$ cat src/rtl/random_arbiter_if.sv
// Client-side bundle for random_arbiter: random source input, per-client
// req/ack handshake, delivered word and status flags.
interface random_arbiter_if #(
  parameter int NUM_REQ = 4
);
  logic [15:0]        rand_in;
  logic [NUM_REQ-1:0] req;
  logic [NUM_REQ-1:0] ack;
  logic [15:0]        data_out;
  logic               busy;
  logic               stuck;

  modport master (output rand_in, req, input ack, data_out, busy, stuck);
  modport slave  (input rand_in, req, output ack, data_out, busy, stuck);
endinterface

$ cat src/rtl/random_arbiter.sv
// Round-robin sharer of one 16-bit random source with a freshness refill gap
// and stuck-source detection. Define RANDOM_ARBITER_WHITEN_EN to XOR each word with the previous grant's sample.
module random_arbiter #(
  parameter int NUM_REQ      = 4,
  parameter int FRESH_CYCLES = 16,
  parameter int STUCK_CYCLES = 64
) (
  input logic             clk,
  input logic             rst,
  random_arbiter_if.slave bus
);

  localparam int WW = (NUM_REQ > 1) ? $clog2(NUM_REQ) : 1;

  typedef enum logic {REFILL, IDLE} state_t;

  state_t             state;
  logic [7:0]         fresh_cnt;
  logic [WW-1:0]      last_winner;
  logic [WW-1:0]      winner;
  logic [WW-1:0]      sel;
  logic               grant_any;
  logic [15:0]        word;
  logic [15:0]        prev_rand;
  logic [9:0]         same_cnt;
  int unsigned        idx;

  // Search starts one past the last winner and wraps; first asserted bit wins.
  always_comb begin
    grant_any = 1'b0;
    winner    = last_winner;
    idx       = 0;
    sel       = '0;
    for (int unsigned i = 1; i <= NUM_REQ; i++) begin
      idx = (32'(last_winner) + i) % NUM_REQ;
      sel = WW'(idx);
      if (!grant_any && bus.req[sel]) begin
        grant_any = 1'b1;
        winner    = sel;
      end
    end
  end

`ifdef RANDOM_ARBITER_WHITEN_EN
  logic [15:0] prev_word;

  always_ff @(posedge clk or posedge rst) begin
    if (rst)
      prev_word <= '0;
    else if (state == IDLE && grant_any)
      prev_word <= bus.rand_in;
  end

  assign word = bus.rand_in ^ prev_word;
`else
  assign word = bus.rand_in;
`endif

  always_ff @(posedge clk or posedge rst) begin
    if (rst) begin
      state       <= REFILL;
      fresh_cnt   <= '0;
      last_winner <= WW'(NUM_REQ - 1);
      bus.ack     <= '0;
      bus.data_out <= '0;
      bus.busy    <= 1'b1;
    end else begin
      bus.ack <= '0;
      case (state)
        REFILL: begin
          fresh_cnt <= fresh_cnt + 8'd1;
          if (fresh_cnt + 8'd1 == 8'(FRESH_CYCLES)) begin
            state    <= IDLE;
            bus.busy <= 1'b0;
          end
        end
        IDLE: begin
          if (grant_any) begin
            bus.ack      <= {{(NUM_REQ-1){1'b0}}, 1'b1} << winner;
            bus.data_out <= word;
            last_winner  <= winner;
            fresh_cnt    <= '0;
            state        <= REFILL;
            bus.busy     <= 1'b1;
          end
        end
        default: state <= REFILL;
      endcase
    end
  end

  // Counts consecutive cycles with an unchanged source word; saturates.
  always_ff @(posedge clk or posedge rst) begin
    if (rst) begin
      prev_rand <= '0;
      same_cnt  <= '0;
    end else begin
      prev_rand <= bus.rand_in;
      if (bus.rand_in == prev_rand) begin
        if (same_cnt != '1)
          same_cnt <= same_cnt + 10'd1;
      end else begin
        same_cnt <= '0;
      end
    end
  end

  assign bus.stuck = (same_cnt >= 10'(STUCK_CYCLES - 1));

endmodule

$ cat src/flat_wrapper.sv
// flat-port wrapper written by rule: the top's interface ports become plain ports
module random_arbiter_flat 
#(
  parameter int NUM_REQ      = 4,
  parameter int FRESH_CYCLES = 16,
  parameter int STUCK_CYCLES = 64
)
  (clk, rst, bus_rand_in, bus_req, bus_ack, bus_data_out, bus_busy, bus_stuck);
  random_arbiter_if #(.NUM_REQ(NUM_REQ)) bus_i ();
  input logic clk;
  input logic rst;
  input wire logic [$bits(bus_i.rand_in)-1:0] bus_rand_in;
  input wire logic [$bits(bus_i.req)-1:0] bus_req;
  output wire logic [$bits(bus_i.ack)-1:0] bus_ack;
  output wire logic [$bits(bus_i.data_out)-1:0] bus_data_out;
  output wire logic [$bits(bus_i.busy)-1:0] bus_busy;
  output wire logic [$bits(bus_i.stuck)-1:0] bus_stuck;
  assign bus_i.rand_in = bus_rand_in;
  assign bus_i.req = bus_req;
  assign bus_ack = bus_i.ack;
  assign bus_data_out = bus_i.data_out;
  assign bus_busy = bus_i.busy;
  assign bus_stuck = bus_i.stuck;
  random_arbiter #(.NUM_REQ(NUM_REQ), .FRESH_CYCLES(FRESH_CYCLES), .STUCK_CYCLES(STUCK_CYCLES)) u_core (.clk(clk), .rst(rst), .bus(bus_i));
endmodule
$ cat config.mk
export PLATFORM = sky130hd
export DESIGN_NAME = random_arbiter_flat
export DESIGN_NICKNAME = d
export VERILOG_FILES = /design/src/rtl/random_arbiter_if.sv /design/src/rtl/random_arbiter.sv /design/src/flat_wrapper.sv
export SDC_FILE = /design/constraint.sdc
export NUM_CORES = 1
export LEC_CHECK = 0
export CORE_MARGIN = 2
export CORE_UTILIZATION = 45
export DETAILED_ROUTE_END_ITERATION = 10
export DONT_BUFFER_PORTS = 1
export GPL_TIMING_DRIVEN = 0
export PLACE_DENSITY = 0.65
export SYNTH_ARGS = -nofsm -noshare
export SYNTH_HDL_FRONTEND = slang
export SYNTH_SLANG_ARGS = --single-unit
export TNS_END_PERCENT = 10
$ cat constraint.sdc
create_clock -name clk -period 1.9 [get_ports clk]
set_input_delay 0.38 -clock clk [delete_from_list [all_inputs] [get_ports clk]]
set_output_delay 0.38 -clock clk [all_outputs]
set_load 0.03 [all_outputs]
==> impl_metrics.yaml <==
outcome:
  outcome: "complete, no violations"
worst_setup_path:
  cp-start-kind: "flip-flop"
  cp_data_arrival_time_ns: 1.51
  required_ns: 1.52
  r2r_slack_ns: 0.16
  crit_fanout: 6
  critical_path_class: "flip-flop to output port"
  end_kind: "output port"
global_route:
  grt_usage_pct: 16.8
  antenna_found_initial: 0
  grt_pass1_wl_mm: 7.60
  grt_max_degree: 42
  grt_overflow: 0
  grt_pass1_vias: 1575
cts:
  clock_sinks: 58
  root_buffer: "clkbuf_8"
  clk_latency_ns: 0.33
  cts.reportedPaths.clkPinSlew_ns: 0.07
  ctsHtreeMaxLevel: 3
  cts_buffers: 9
  cts_tree: "built"
  cts_buffer_depth: 2
drt:
  viasPerCell: 5.29
  wirelength_mm: 4.56
  wl_met1_mm: 2.14
  routedWlPerCell_um: 15.5
  wl_met3_um: 213
  vias: 1555
  first_pass_iters: 6
  drcViolationCount: 0
  met2WireLength_mm: 2.07
  first_iter_violations: 71
  highest_layer: "met4"
  ant_nets: 0
placement:
  dpl.cell_count: 276
  dp.final_hpwl_mm: 3.04
  pre_cts_ws_ns: -0.0557
  port_buffers: 0
  gp_congestion: 0.730
logic_synthesis:
  synth_top_area_share_pct: 56.3
  synth.distinct_cells: 35
  synth_common_cells: "dfrtp_1 (55), xor2_1 (20), mux2_2 (17)"
  synthArstFlopShare_pct: 100
  seq_area_frac_synth_pct: 59.5
  yosys_warnings: 0
  synth_area_per_cell_um2: 11.9
  synth_top_area_cell: "dfrtp_1"
  ys_seq_elements: 58
  synthTopCellsByArea: "dfrtp_1 (56%), mux2_2 (7.8%), xor2_1 (7.2%)"
  netlist_instances: 205
  syn_nets: 229
  synth-edff-count: 0
  synth_most_common_cell: "dfrtp_1"
  ys.flop_type: "dfrtp_1"
  synth.cell_area_um2: 2440
hold_path:
  hp-class: "input port to flip-flop"
timing:
  maxSlewViolCount: 0
  hold_viol_final: 0
  slew_headroom_pct: 56.8
  worst_pin_slew_ns: 0.648
  tns_ns: 0
  setup_ws_ns: 0.0129
  fmax_ghz: 0.530
  setup_viol_count_final: 0
  period_needed_ns: 1.89
  rsz0062_at_grt: "yes"
  finClkSkew_ns: 0.00749
  finalCritPeriodShare_pct: 99.3
cells_and_area:
  final_cell_count_no_fill: 294
  final_nets: 243
  num-fill-cells: 442
  seqCellArea_um2: 1460
  drive_gt1_share_pct: 21.0
  multi_input_area_um2: 953
  antenna_cells: 0
  area_growth_pct: 14.0
floorplan:
  die_w_um: 77.7
  start_util_pct: 47.2
  top_level_ports: 44
  fp.coreArea_um2: 5170
  die_h_um: 77.7
  die-area_um2: 6040
  placementRows: 26
power_and_ir_drop:
  powerDensity_nw_per_um2: 1430
  max-vdd-ir-drop_mv: 0.680
  power_mw: 3.98
  cellLeakagePower_nw: 1.16
run:
  maxCapViolCount: 0
[metrics by stage]
stage                     area [um2]  utilization, %  hold WS (ns)
final                           2790            53.9        0.0743
after global routing            2790            53.9        0.0498
after CTS                       2770            53.6        0.0573
after detailed placement        2550            49.3         0.280
after global placement          2530            48.9         0.412
after floorplan                 2440               -         0.411
[final timing paths]
kind / from / end / cells past startpoint
min in group asynchronous: rst / u_core.bus.ack[0]$_DFF_PP0_ / 2
hold reg to reg: u_core.last_winner[0]$_DFFE_PP1P_ / u_core.last_winner[0]$_DFFE_PP1P_ / 2
hold / removal: bus_rand_in[6] / u_core.prev_rand[6]$_DFF_PP0_ / 0
setup reg to reg: u_core.same_cnt[0]$_DFFE_PP0P_ / u_core.same_cnt[2]$_DFFE_PP0P_ / 6
max in group asynchronous: rst / u_core.bus.busy$_DFFE_PP1P_ / 3
setup / recovery: u_core.same_cnt[0]$_DFFE_PP0P_ / bus_stuck / 5
[cell families (layout without fill, tap and decap cells)]
kind of cell	count (synthesis)	in the layout	share of synthesized area, %
mux	18	18	8.24
fa+ha+maj	2	2	1.02
xor+xnor	23	23	8.24
flops	58	58	59.5
buf+inv	10	29	1.95
simple gates	69	69	14.8
compound gates	25	25	6.20
[critical path, cell delays in order (launching register included)]
cell,delay (ns)
dfrtp_1,0.42
ha_2,0.24
nand3_2,0.15
nor2_4,0.14
nor2_1,0.07
nand2_2,0.16
[state kept, by name (all words and copies together) (netlist names)]
name / count
u_core.bus.data_out: 16
u_core.prev_rand: 16
u_core.same_cnt: 10
u_core.fresh_cnt: 8
u_core.bus.ack: 4
u_core.last_winner: 2
u_core.bus.busy: 1
u_core.state: 1
[where the power goes]
group | total (mW) | leakage (nW) | internal, mW | switching (mW)
logic | 0.613 | 0.351 | 0.348 | 0.264
registers | 2.21 | 0.715 | 1.57 | 0.638
clock network | 1.16 | 0.0986 | 0.675 | 0.483
[what timing repair did]
item | in CTS | in global routing
gates cloned | 0 | 0
setup endpoints to repair | 1 | 8
hold buffers | 1 | 0
setup buffers | 0 | 1
pin swaps | 0 | 1
gates resized for setup | 3 | 1
endpoints found under the hold margin | 17 | 0
[layout by cell type, fill, tap and decap left out, types with 4 or more instances in the layout]
cell type  count
clkbuf_8      11
nand2_1       14
dfrtp_1       55
nor4_1         7
nor2_1        11
mux2_2        17
xor2_1        20
nand4_1        5
and3_1         4
nor3_1         6
nand3_1        7
nand2b_1       4
o21ai_0       11
[final cells by class]
type | instances | share of cell area [%]
buffer | 6 | 1.17
clock buffer | 12 | 5.57
clock inverter | 4 | 1.80
inverter | 4 | 0.539
multi-input combinational | 137 | 34.2
sequential | 58 | 52.2
tap | 70 | 3.14
timing repair buffer | 3 | 1.35
[per-layer routing]
| layer | vias up | GRT usage, % |
|---|---|---|
| met5 | - | 0 |
| met1 | 756 | 21.1 |
| li1 | 752 | - |
| met4 | 0 | 11.4 |
| met2 | 36 | 24.6 |
| met3 | 11 | 5.47 |
No activity file was read; power rests on OpenSTA's default activity.
